File: src/rtl/amstrad_tape_pkg.sv
// Shared state encodings and word-format constants for the tape player.
package amstrad_tape_pkg;

   typedef enum logic [2:0] {
      P_STOP,
      P_LO,
      P_HI,
      P_RUN,
      P_END
   } pulse_state_t;

   typedef enum logic {
      F_IDLE,
      F_REQ
   } fetch_state_t;

   localparam int WORD_PAUSE_BIT = 15;
   localparam int WORD_COUNT_W   = 15;

endpackage

File: src/rtl/amstrad_tape_player_if.sv
// Byte read port from the tape player into the SDRAM arbiter.
interface amstrad_tape_player_if #(parameter int ADDR_W = 25);

   logic              mem_req;
   logic [ADDR_W-1:0] mem_addr;
   logic              mem_ack;
   logic [7:0]        mem_din;

   modport master (output mem_req, output mem_addr, input mem_ack, input mem_din);
   modport slave  (input mem_req, input mem_addr, output mem_ack, output mem_din);

endinterface

File: src/rtl/amstrad_tape_fifo.sv
// Small synchronous byte FIFO with first-word fall-through output and flush.
module amstrad_tape_fifo #(
   parameter int DEPTH = 8
) (
   input  logic       clk,
   input  logic       reset,
   input  logic       flush,
   input  logic       push,
   input  logic [7:0] din,
   input  logic       pop,
   output logic [7:0] dout,
   output logic       full,
   output logic       empty
);

   localparam int PTR_W = $clog2(DEPTH);

   logic [7:0]     mem_reg [DEPTH];
   logic [PTR_W:0] wr_ptr_reg;
   logic [PTR_W:0] rd_ptr_reg;
   logic           do_push;
   logic           do_pop;

   // Extra pointer bit distinguishes full from empty when the indices match.
   assign empty   = (wr_ptr_reg == rd_ptr_reg);
   assign full    = (wr_ptr_reg[PTR_W] != rd_ptr_reg[PTR_W]) &&
                    (wr_ptr_reg[PTR_W-1:0] == rd_ptr_reg[PTR_W-1:0]);
   assign do_push = push && !full;
   assign do_pop  = pop && !empty;
   assign dout    = mem_reg[rd_ptr_reg[PTR_W-1:0]];

   always_ff @(posedge clk) begin
      if (reset || flush) begin
         wr_ptr_reg <= '0;
         rd_ptr_reg <= '0;
      end else begin
         if (do_push) wr_ptr_reg <= wr_ptr_reg + 1'b1;
         if (do_pop)  rd_ptr_reg <= rd_ptr_reg + 1'b1;
      end
   end

   always_ff @(posedge clk) begin
      if (do_push) mem_reg[wr_ptr_reg[PTR_W-1:0]] <= din;
   end

endmodule

File: src/rtl/amstrad_tape_player.sv
// Streams a pulse-duration tape image from SDRAM and drives the motherboard tape_in level.
module amstrad_tape_player
   import amstrad_tape_pkg::*;
#(
   parameter int ADDR_W      = 25,
   parameter int FIFO_DEPTH  = 8,
   parameter int PAUSE_SHIFT = 10
) (
   input  logic                  clk,
   input  logic                  reset,
   input  logic                  ce_4,
   input  logic                  tape_motor,
   input  logic                  tape_play,
   input  logic                  tape_rewind,
   input  logic                  tape_ready,
   input  logic [ADDR_W-1:0]     tape_size,
   amstrad_tape_player_if.master mem,
   output logic                  tape_in,
   output logic                  tape_active,
   output logic [ADDR_W-1:0]     tape_pos
);

   localparam int CNT_W = WORD_COUNT_W + PAUSE_SHIFT;

   fetch_state_t      f_state_reg, f_state_next;
   pulse_state_t      p_state_reg, p_state_next;
   logic [ADDR_W-1:0] addr_reg;
   logic              discard_reg;
   logic [ADDR_W-1:0] size_even;
   logic              bytes_left;
   logic              flush;
   logic              tick;

   logic              fifo_push, fifo_pop, fifo_full, fifo_empty;
   logic [7:0]        fifo_dout;

   logic [7:0]        lo_reg;
   logic [CNT_W-1:0]  cnt_reg;
   logic              pause_reg;
   logic              tape_in_reg;
   logic [ADDR_W-1:0] tape_pos_reg;

   logic [15:0]       word_next;
   logic [CNT_W-1:0]  load_raw, load_cnt;

   assign flush      = tape_rewind || !tape_ready;
   assign tick       = ce_4 && tape_motor && tape_play;
   // A trailing odd byte can never form a word, so it is never fetched.
   assign size_even  = tape_size & ~ADDR_W'(1);
   assign bytes_left = (addr_reg < size_even);
   assign fifo_push  = (f_state_reg == F_REQ) && mem.mem_ack && !discard_reg && !flush;

   amstrad_tape_fifo #(.DEPTH(FIFO_DEPTH)) u_fifo (
      .clk   (clk),
      .reset (reset),
      .flush (flush),
      .push  (fifo_push),
      .din   (mem.mem_din),
      .pop   (fifo_pop),
      .dout  (fifo_dout),
      .full  (fifo_full),
      .empty (fifo_empty)
   );

   // ---------------- fetch FSM ----------------
   always_ff @(posedge clk) begin
      if (reset) f_state_reg <= F_IDLE;
      else       f_state_reg <= f_state_next;
   end

   always_comb begin
      f_state_next = f_state_reg;
      case (f_state_reg)
         F_IDLE:  if (!flush && !fifo_full && bytes_left) f_state_next = F_REQ;
         F_REQ:   if (mem.mem_ack) f_state_next = F_IDLE;
         default: f_state_next = F_IDLE;
      endcase
   end

   always_comb begin
      mem.mem_req = (f_state_reg == F_REQ);
   end

   assign mem.mem_addr = addr_reg;

   // A rewind during an outstanding request keeps the address stable until the
   // ack arrives; the returned byte is dropped and the address then restarts at 0.
   always_ff @(posedge clk) begin
      if (reset) begin
         addr_reg    <= '0;
         discard_reg <= 1'b0;
      end else if (flush) begin
         if (f_state_reg == F_REQ && !mem.mem_ack) begin
            discard_reg <= 1'b1;
         end else begin
            addr_reg    <= '0;
            discard_reg <= 1'b0;
         end
      end else if (f_state_reg == F_REQ && mem.mem_ack) begin
         if (discard_reg) begin
            addr_reg    <= '0;
            discard_reg <= 1'b0;
         end else begin
            addr_reg <= addr_reg + 1'b1;
         end
      end
   end

   // ---------------- pulse FSM ----------------
   always_ff @(posedge clk) begin
      if (reset) p_state_reg <= P_STOP;
      else       p_state_reg <= p_state_next;
   end

   always_comb begin
      p_state_next = p_state_reg;
      if (flush) begin
         p_state_next = P_STOP;
      end else begin
         case (p_state_reg)
            P_STOP: p_state_next = P_LO;
            P_LO: begin
               if (!fifo_empty)                     p_state_next = P_HI;
               else if (!bytes_left && !discard_reg) p_state_next = P_END;
            end
            P_HI:    if (!fifo_empty) p_state_next = P_RUN;
            P_RUN:   if (tick && cnt_reg == CNT_W'(1)) p_state_next = P_LO;
            P_END:   p_state_next = P_END;
            default: p_state_next = P_STOP;
         endcase
      end
   end

   always_comb begin
      tape_active = (p_state_reg == P_RUN);
      fifo_pop    = (p_state_reg == P_LO || p_state_reg == P_HI) && !fifo_empty && !flush;
   end

   // Word count of zero still lasts one tick.
   always_comb begin
      word_next = {fifo_dout, lo_reg};
      load_raw  = CNT_W'(word_next[WORD_COUNT_W-1:0]);
      if (word_next[WORD_PAUSE_BIT]) load_raw = load_raw << PAUSE_SHIFT;
      load_cnt  = (load_raw == '0) ? CNT_W'(1) : load_raw;
   end

   always_ff @(posedge clk) begin
      if (reset) begin
         lo_reg       <= '0;
         cnt_reg      <= '0;
         pause_reg    <= 1'b0;
         tape_in_reg  <= 1'b0;
         tape_pos_reg <= '0;
      end else if (flush) begin
         tape_in_reg  <= 1'b0;
         tape_pos_reg <= '0;
      end else begin
         case (p_state_reg)
            P_LO: if (!fifo_empty) lo_reg <= fifo_dout;
            P_HI: begin
               if (!fifo_empty) begin
                  cnt_reg      <= load_cnt;
                  pause_reg    <= word_next[WORD_PAUSE_BIT];
                  tape_pos_reg <= tape_pos_reg + ADDR_W'(2);
                  if (word_next[WORD_PAUSE_BIT]) tape_in_reg <= 1'b0;
               end
            end
            P_RUN: begin
               if (tick) begin
                  if (cnt_reg == CNT_W'(1)) begin
                     if (!pause_reg) tape_in_reg <= ~tape_in_reg;
                  end else begin
                     cnt_reg <= cnt_reg - 1'b1;
                  end
               end
            end
            P_END:   tape_in_reg <= 1'b0;
            default: ;
         endcase
      end
   end

   assign tape_in  = tape_in_reg;
   assign tape_pos = tape_pos_reg;

endmodule

File: src/flat_wrapper.sv
// flat-port wrapper written by rule: the top's interface ports become plain ports
module amstrad_tape_player_flat import amstrad_tape_pkg::*;
#(
   parameter int ADDR_W      = 25,
   parameter int FIFO_DEPTH  = 8,
   parameter int PAUSE_SHIFT = 10
)
  (clk, reset, ce_4, tape_motor, tape_play, tape_rewind, tape_ready, tape_size, tape_in, tape_active, tape_pos, mem_mem_req, mem_mem_addr, mem_mem_ack, mem_mem_din);
  amstrad_tape_player_if #(.ADDR_W(ADDR_W)) mem_i ();
  input  logic clk;
  input  logic reset;
  input  logic ce_4;
  input  logic tape_motor;
  input  logic tape_play;
  input  logic tape_rewind;
  input  logic tape_ready;
  input  logic [ADDR_W-1:0] tape_size;
  output logic tape_in;
  output logic tape_active;
  output logic [ADDR_W-1:0] tape_pos;
  output wire logic [$bits(mem_i.mem_req)-1:0] mem_mem_req;
  output wire logic [$bits(mem_i.mem_addr)-1:0] mem_mem_addr;
  input wire logic [$bits(mem_i.mem_ack)-1:0] mem_mem_ack;
  input wire logic [$bits(mem_i.mem_din)-1:0] mem_mem_din;
  assign mem_mem_req = mem_i.mem_req;
  assign mem_mem_addr = mem_i.mem_addr;
  assign mem_i.mem_ack = mem_mem_ack;
  assign mem_i.mem_din = mem_mem_din;
  amstrad_tape_player #(.ADDR_W(ADDR_W), .FIFO_DEPTH(FIFO_DEPTH), .PAUSE_SHIFT(PAUSE_SHIFT)) u_core (.clk(clk), .reset(reset), .ce_4(ce_4), .tape_motor(tape_motor), .tape_play(tape_play), .tape_rewind(tape_rewind), .tape_ready(tape_ready), .tape_size(tape_size), .mem(mem_i), .tape_in(tape_in), .tape_active(tape_active), .tape_pos(tape_pos));
endmodule
File: config.mk
export PLATFORM = sky130hd
export DESIGN_NAME = amstrad_tape_player_flat
export DESIGN_NICKNAME = d
export VERILOG_FILES = /design/src/rtl/amstrad_tape_pkg.sv /design/src/rtl/amstrad_tape_player_if.sv /design/src/rtl/amstrad_tape_fifo.sv /design/src/rtl/amstrad_tape_player.sv /design/src/flat_wrapper.sv
export SDC_FILE = /design/constraint.sdc
export NUM_CORES = 1
export LEC_CHECK = 0
export CAP_MARGIN = 20
export CORE_UTILIZATION = 39
export DETAILED_ROUTE_END_ITERATION = 8
export PLACE_DENSITY = 0.61
export REMOVE_ABC_BUFFERS = 1
export SYNTH_ARGS = -nofsm -noshare
export SYNTH_HDL_FRONTEND = slang
export SYNTH_SLANG_ARGS = --single-unit
export TNS_END_PERCENT = 10
File: constraint.sdc
create_clock -name clk -period 2.5 [get_ports clk]
set_input_delay 0.625 -clock clk [delete_from_list [all_inputs] [get_ports clk]]
set_output_delay 0.625 -clock clk [all_outputs]
set_load 0.03 [all_outputs]
======== Word level (Yosys, flattened, before mapping) ========
Memories as Yosys holds them, arrays and structs flattened. A register that Yosys moved wholly into a read port is not among the register bits.
Index checks and enable logic that the tools add are counted.
word-level totals
  logic and storage cells ................. 108
  bits of input ports ..................... 41
  output and inout port bits .............. 53
  bits in registers ....................... 98
  memories ................................ 1
  bits in writable memories ............... 64
memory list
  name                   words  bits a word  read ports  clocked after Yosys merged registers in  write ports  line                     source
  u_core.u_fifo.mem_reg  8      8            1           1                                        1            amstrad_tape_fifo.sv:18  logic [7:0] mem_reg [DEPTH];
operators by class
  reductions and logical operators ........ 38
  add/sub/neg operators ................... 5
  equality and inequality tests ........... 17
  magnitude comparators ................... 1
  bitwise operators ....................... 4
  mux-type cells .......................... 31
operators with widths
  cell                     number
  $mux W25                 9
  $pmux W25 S2             1
  $add A25 B1 Y25 const B  1
  $add A25 B2 Y25 const B  1
  $eq A25 B1 Y1 const B    1
  $logic_not A25 Y1        1
  $lt A25 B25 Y1           1
  $sub A25 B1 Y25 const B  1
  $mux W3                  6
  $logic_and A1 B1 Y1      15
  $pmux W3 S5              1
  $mux W1                  12
  $reduce_and A3 Y1        3
  $add A4 B1 Y4 const B    2
  $ne A2 B1 Y1 const B     4
  $ne A2 B2 Y1 const B     4
  $logic_not A1 Y1         7
  $eq A3 B2 Y1 const B     2
  $reduce_and A6 Y1        1
  $reduce_and A5 Y1        1
  $eq A4 B4 Y1             1
  $not A1 Y1               4
  $reduce_and A2 Y1        2
  $reduce_bool A2 Y1       2
  other kinds (11)         13

======== Longest topological paths before layout ========
Gate-level depths: netlist of run 1.
  word-level depth ........................ 7
  depth in mapped cells ................... 9
  mapped depth without buffers ............ 8

======== Cells and area by module ========
From an unflattened synthesis of run 1, not the netlist that was laid out.
unflattened totals
  cell total of the unflattened synthesis .. 833
  area, all modules ....................... 8468.1 um2
by module, submodules not included
  module               instances  cells an instance  area each (um2)
  amstrad_tape_player  1          654                5202.5
  amstrad_tape_fifo    1          179                3265.6

======== Least setup slack after synthesis of run 1 ========
Ideal clock, no wire load.
  path kind ............................... in2reg
  start ................................... input tape_rewind
  end ..................................... memory u_core.u_fifo.mem_reg[4][0] (enable)
  buffers on the path ..................... 0
  data required time ...................... 2.117 ns
  stages on the path ...................... 5
  slack ................................... 0.072 ns
  arrival time ............................ 2.044 ns
  library setup time ...................... 0.383 ns
  cell sequence ........................... nor3b_1 -> nand3_1 -> nor2_1 -> nand2_1 -> nor3_1
on the way
  cells in the longest elaborated chain, start to end .. 6
RTL lines
  what                           line                       source
  start, declared                flat_wrapper.sv:15         input logic tape_rewind;
  $logic_or A1 B1 Y1             amstrad_tape_player.sv:46  assign flush = tape_rewind || !tape_ready;
  $logic_not A1 Y1               amstrad_tape_player.sv:51  assign fifo_push = (f_state_reg == F_REQ) && mem.mem_ack && !discard_reg && !flush;
  $logic_and A1 B1 Y1            amstrad_tape_player.sv:51
  $logic_and A1 B1 Y1            amstrad_tape_fifo.sv:28    assign do_push = push && !full;
  $mux W1                        amstrad_tape_fifo.sv:43    if (do_push) mem_reg[wr_ptr_reg[PTR_W-1:0]] <= din;
  $mux W1 (not written as such)  amstrad_tape_fifo.sv:43
  end, declared                  amstrad_tape_fifo.sv:18
No other way between the ends.

======== Worst setup path in the final report of run 1 ========
  start ................................... input tape_ready
  end ..................................... register u_core.addr_reg[22], in the netlist u_core.mem.mem_addr[22]
on the way
  cells in the longest elaborated chain, start to end .. 4
  elaborated cells between the ends (all ways) .. 6
  classes of those cells .................. eq/ne: 1; mux: 1; reduce/logical: 4
RTL lines
  what                                                          line                        source
  start, declared                                               flat_wrapper.sv:16          input logic tape_ready;
  $logic_not A1 Y1 (*)                                          amstrad_tape_player.sv:46
  $logic_or A1 B1 Y1 (*)                                        amstrad_tape_player.sv:46
  $ne A2 B2 Y1 (no line) or $reduce_bool A2 Y1 (tied branches)  n/a
  $reduce_and A2 Y1 (no line)                                   n/a
  end signal, assigned                                          amstrad_tape_player.sv:104  addr_reg <= addr_reg + 1'b1;
  end, declared                                                 amstrad_tape_player.sv:27   logic [ADDR_W-1:0] addr_reg;
Every way passes the cells marked *; elsewhere a longest branch is shown, timed or not.
A chain may end at the register's enable or synchronous reset.

==> results of run 1 <==
## power by group
part / switching [mW] / internal [mW] / leakage (nW)
clock network: 1.12 / 1.49 / 0.269
logic: 0.106 / 0.102 / 2.24
registers: 0.00498 / 2.78 / 1.38
## layout make-up
cell class | count | area, um2 | area share (%)
clock buffer | 20 | 437 | 4.01
clock inverter | 12 | 146 | 1.34
inverter | 36 | 135 | 1.24
multi-input combinational | 645 | 4350 | 39.9
sequential | 164 | 3930 | 36.1
tap | 275 | 344 | 3.16
timing repair buffer | 170 | 1550 | 14.3
## critical path, cell delays in order
cell and delay, ns:
clkdlybuf4s50_1 0.46, nor3b_1 0.19, or4b_2 0.66, nor4_1 0.38
buf_4 0.18, nand3_1 0.08, xor2_1 0.14, nor2_1 0.05
## synthesized netlist by cell type (13+ instances only)
cell and instances:
a21oi_1 52, and3_1 13, clkbuf_1 21, dfxtp_1 100
edfxtp_1 64, ha_1 29, inv_1 35, mux2i_1 26
mux4_2 14, nand2_1 52, nand3_1 34, nand4_1 15
nor2_1 113, nor3_1 42, o21ai_0 46, or3_1 16
xnor2_1 13, xor2_1 33
## metrics by stage
stage / util (%) / worst slack [ns] / cells / setup TNS, ns
2_1_floorplan: - / -0.494 / 845 / -11.15
3_3_place_gp: 48.3 / -0.388 / 1290 / -14.40
3_5_place_dp: 48.3 / -0.389 / 1290 / -15.99
4_1_cts: 51.0 / 0.0544 / 1322 / 0
5_1_grt: 51.1 / -0.0269 / 1322 / -0.0269
6_report: 51.1 / 0.0640 / 1322 / 0
## timing repair
action,4_1_cts,5_1_grt
setup endpoints to repair,0,18
hold buffers,0,0
resized for setup,0,7
## routing by layer
layer | track usage (%) | vias up
met1 | 28.3 | 3427
met3 | 4.12 | 36
met4 | 7.07 | 2
li1 | - | 3560
met5 | 0 | -
met2 | 31.6 | 133
## logic make-up after synthesis
kind of cell,after synthesis
AOI/OAI and AO/OA,167
xor gates and xnor gates,46
adders and majority gates,29
buffers and inverters,77
DFF,164
muxes,45
other,1
and+or+nand+nor,357
## worst min path at each step
stage,start,endpoint,slack [ns],depth (start not counted)
floorplan,u_core.cnt_reg[15]$_SDFFE_PP0P_,u_core.cnt_reg[15]$_SDFFE_PP0P_,0.44,2
global placement,u_core.cnt_reg[19]$_SDFFE_PP0P_,u_core.cnt_reg[19]$_SDFFE_PP0P_,0.46,2
detailed placement,u_core.cnt_reg[19]$_SDFFE_PP0P_,u_core.cnt_reg[19]$_SDFFE_PP0P_,0.47,2
CTS,u_core.cnt_reg[19]$_SDFFE_PP0P_,u_core.cnt_reg[19]$_SDFFE_PP0P_,0.48,2
global route,u_core.cnt_reg[19]$_SDFFE_PP0P_,u_core.cnt_reg[19]$_SDFFE_PP0P_,0.51,2
finish,u_core.cnt_reg[19]$_SDFFE_PP0P_,u_core.cnt_reg[19]$_SDFFE_PP0P_,0.48,2
==> impl_metrics.yaml, run 1 <==
cts:
  clkTransAtPathRegs_ns: 0.06
  cts.sinks: 164
  tritoncts: "built"
  cts_buffer_depth: 2
  insertion_delay_ns: 0.43
  numCtsBuffers: 17
  cts.htree.levels: 4
  cts_setup_buffers: 0
  root_buffer: "clkbuf_16"
global_routing:
  first_global_vias: 6619
  grt_pass1_wl_um: 35300
  grt_use_total_pct: 20.4
  grt_max_degree: 30
  overflow: 0
  antenna_found_initial: 1
worst_setup_path:
  cp-startpoint: "tape_ready"
  r2r_end: "u_core.cnt_reg[10]$_SDFFE_PP0P_"
  r2r_setup_slack_ns: 0.17
  crit_fanout: 4
  cp.arrival_ns: 2.76
  crit_path_end_kind: "flop"
  crit_type: "in -> reg"
  cp-endpoint: "u_core.mem.mem_addr[22]$_SDFFE_PP0P_"
  start_kind: "primary input"
  ff2ff_path_depth: 8
  worstPathRequired_ns: 2.82
  rr_startpoint: "u_core.cnt_reg[8]$_SDFFE_PP0P_"
final_layout:
  largest_reg_flops: 64
  antenna_cells: 0
  fillers: 1967
  layout_commonest_cell: "nor2_1"
  design_area_um2: 10900
  area_growth_pct: 26.9
  final_cell_mix: "nor2_1, dfxtp_1, clkdlybuf4s50_1, buf_4, edfxtp_1"
  drive_above_1_share_pct: 14.9
  finalNetCount: 1104
timing:
  slew_violations: 0
  rsz0062_at_grt: "yes"
  worst_slew_pin_slew_ns: 0.712
  setup_viol: 0
  max_freq_ghz: 0.411
  finalHoldViolations: 0
  fin_crit_sh_pct: 97.4
  hold_ws_ns: 0.482
  fin_crit_ns: 2.44
  fin_skew_ns: 0.0134
  slew_headroom_pct: 52.1
synth:
  synth_area_um2: 8580
  synth_compound_area_share_pct: 12.4
  yosys.area_share.simple_pct: 21.5
  synth-seq-area-share_pct: 45.7
  synth_top_cell_by_area: "dfxtp_1"
  syn_inst: 886
  synth_edf_count: 64
  postSynthAreaPerCell_um2: 9.68
  synth_xor_area_share_pct: 4.70
  synth_area_leaders: "dfxtp_1, edfxtp_1, nor2_1"
  synth_top_family_by_area: "simple AND/OR/NAND/NOR gates"
  synth-main-ff-cell: "dfxtp_1"
  synth.mux.area_fraction_pct: 7.37
  synthAdderAreaFrac_pct: 4.23
  yosysWarnings: 0
  ys_types: 70
  async_flop_share_pct: 0
  yosys_register_bits: 164
  yosys.area.top_type_share_pct: 23.3
placed_design:
  place.gp.congestion: 0.837
  portBuffers: 91
  dpl.hpwl_um: 16500
  placed_area_um2: 10300
routing:
  routed.top_layer: "met5"
  wl_per_cell_um: 16.9
  dr_wl_met3_um: 872
  vias: 7158
  drtAntennaViolNets: 0
  routed-wl-met2_um: 10400
  drcViolationCount: 0
  wl_um: 22400
  drt_pass1_iterations: 5
  wl_met1_um: 10600
  via_per_inst: 5.41
  drtIter0Drc: 448
pwr:
  p_leak_nw: 3.89
  total_power_mw: 5.61
  peakVddDrop_uv: 376
  powerDensity_nw_per_um2: 515
floorplan:
  std_cell_rows: 53
  ios: 94
  initial_core_util_pct: 40.3
  dieHeight_um: 150
  core_um2: 21300
  fp.dieArea_um2: 22600
  die_x_um: 150
worst_hold_path:
  hold_class: "reg -> reg"
status:
  status: "finished clean"
flow_run:
  cap_violations: 0
(Power assumes the default switching activity.)
==> run 2: changes to the inputs <==
--- a/config.mk
+++ b/config.mk
@@ -8,7 +8,7 @@
 export CAP_MARGIN = 20
 export CORE_UTILIZATION = 39
 export DETAILED_ROUTE_END_ITERATION = 8
-export PLACE_DENSITY = 0.61
+export PLACE_DENSITY = 0.65
 export REMOVE_ABC_BUFFERS = 1
 export SYNTH_ARGS = -nofsm -noshare
 export SYNTH_HDL_FRONTEND = slang
==> run 2 against run 1 <==
Maximum frequency increased by 1.2%. Sequential share of layout area up 0.091 points. Power shrank 3.0%. Design area shrank 0.25%. Highest routed layer is now met4. Sequential cell count unchanged. Non-clock buffer count is 4 higher. Cell count rose by 0.23%. Combinational power down 3%. Register-to-register slack lost 0.03 ns. First-iteration DRC count rose by 25%. Critical path type unchanged.
==> impl_metrics.yaml, run 2 (synthesis gave the netlist of run 1 again) <==
timing:
  slew_violations: 0
  fin_crit_sh_pct: 96.3
  slew_headroom_pct: 61.9
  fin_skew_ns: 0.00967
  fin_crit_ns: 2.41
  setup_viol: 0
  hold_ws_ns: 0.472
  max_freq_ghz: 0.415
  fin_ws_ns: 0.0923
  rsz0062_at_grt: "yes"
  worst_slew_pin_slew_ns: 0.566
  fin_setup_tns_ns: 0
  finalHoldViolations: 0
pwr:
  clockPowerShare_pct: 45.2
  powerDensity_nw_per_um2: 501
  pwr-share-seq_pct: 51.1
  peakVddDrop_uv: 553
  total_power_mw: 5.44
  p_leak_nw: 3.89
  power_frac_comb_pct: 3.7
  power_switching_share_pct: 22.1
  p_sw_mw: 1.20
  internal_power_mw: 4.24
cts:
  tritoncts: "built"
  insertion_delay_ns: 0.43
  clkTransAtPathRegs_ns: 0.06
  numCtsBuffers: 17
  cts_buffer_depth: 2
  cts_resized: 1
  cts.sinks: 164
  cts.htree.levels: 4
  root_buffer: "clkbuf_16"
  cts_setup_buffers: 0
  holdBufCountCts: 0
floorplan:
  die_x_um: 150
  fp.dieArea_um2: 22600
  dieHeight_um: 150
  std_cell_rows: 53
  initial_core_util_pct: 40.3
  core_um2: 21300
  ios: 94
global_routing:
  grt_max_degree: 30
  grt_use_total_pct: 20.0
  first_global_vias: 6599
  antenna_found_initial: 0
  overflow: 0
  grt_pass1_wl_um: 34900
placed_design:
  place.gp.congestion: 0.879
  dpl.hpwl_um: 16200
  pre_cts_slack_ns: -0.444
  portBuffers: 91
  place_inst: 1294
  placed_area_um2: 10300
worst_setup_path:
  crit_fanout: 3
  critPathMaxStageDelay_ns: 0.45
  worstPathRequired_ns: 2.81
  cp-startpoint: "tape_size[20]"
  worstPathCellList: "clkdlybuf4s50_1, inv_1, ha_1, a21oi_1, o21ai_0, a311o_1, a31oi_1, o22ai_1, a31o_2"
  crit_buf_inv: 2
  ff2ff_path_depth: 7
  crit_type: "in -> reg"
  crit_path_end_kind: "flop"
  cp.arrival_ns: 2.72
  crit_slowest_cell: "clkdlybuf4s50_1"
  cp_num_cells: 9
  cp_top_family: "compound AO/OA/AOI/OAI gates"
  rr_startpoint: "u_core.cnt_reg[8]$_SDFFE_PP0P_"
  start_kind: "primary input"
flow_run:
  cap_violations: 0
final_layout:
  finalNetCount: 1108
  final_cell_mix: "nor2_1, dfxtp_1, clkdlybuf4s50_1, buf_4, edfxtp_1"
  antenna_cells: 0
  fillers: 1941
  largest_reg_flops: 64
  area_growth_pct: 26.6
  layout_commonest_cell: "nor2_1"
  drive_above_1_share_pct: 15.1
  final_cell_count_no_fill: 1325
  final_core_util_pct: 51.0
  design_area_um2: 10900
routing:
  wl_per_cell_um: 16.5
  via_per_inst: 5.42
  drcViolationCount: 0
  drtAntennaViolNets: 0
  drt_pass1_iterations: 5
  wl_um: 21900
  vias: 7185
  drtIter0Drc: 560
status:
  status: "finished clean"
worst_hold_path:
  hp-start: "u_core.cnt_reg[19]$_SDFFE_PP0P_"
  min_path_cells: 2
  hold_class: "reg -> reg"
## run 2: cell types whose count changed in the layout (fill, tap and decap cells not counted), sizes merged
cell / change
buf: +4
clkinv: +8
bufinv: -1
clkbuf: -2
clkinvlp: -3
inv: -3
## run 2: final timing paths
| check | end | slack (ns) |
|---|---|---|
| worst min register to register | u_core.cnt_reg[19]$_SDFFE_PP0P_ | 0.47 |
| worst max register to register | u_core.cnt_reg[0]$_SDFFE_PP0P_ | 0.14 |
| worst min-delay path | u_core.cnt_reg[19]$_SDFFE_PP0P_ | 0.47 |
| worst max-delay path | u_core.p_state_reg[2]$_SDFFE_PP0P_ | 0.09 |
## run 2: worst min-delay path, stage by stage (launching register included)
cell and delay, ns:
dfxtp_1 0.30, o21ai_0 0.06, a21oi_1 0.06
## run 2: routing by layer
layer | wire [um] | up-vias | GRT usage (%) | part of all wire [%]
met2 | 10300 | 159 | 31.1 | 47
met4 | 354 | 0 | 5.45 | 1.6
met5 | 0 | - | 0 | 0
met3 | 935 | 25 | 3.91 | 4.3
met1 | 10300 | 3434 | 28.2 | 47
li1 | - | 3567 | - | -
## run 2: area by class of cell
cell class	count	area [um2]	area share (%)
Multi-Input combinational cell	645	4360	40.1
Clock buffer	18	429	3.95
Clock inverter	13	111	1.03
Inverter	36	135	1.24
Tap cell	275	344	3.17
Sequential cell	164	3930	36.2
Timing Repair Buffer	174	1560	14.3
## run 2: power groups by stage
stage / Combinational [mW] / Sequential (mW) / Clock, mW
6_report: 0.202 / 2.78 / 2.46
4_1_cts: 0.202 / 2.78 / 2.50
3_3_place_gp: 0.198 / 2.84 / 0
3_5_place_dp: 0.201 / 2.84 / 0
2_1_floorplan: 0.0633 / 2.84 / 0
5_1_grt: 0.222 / 2.78 / 2.60
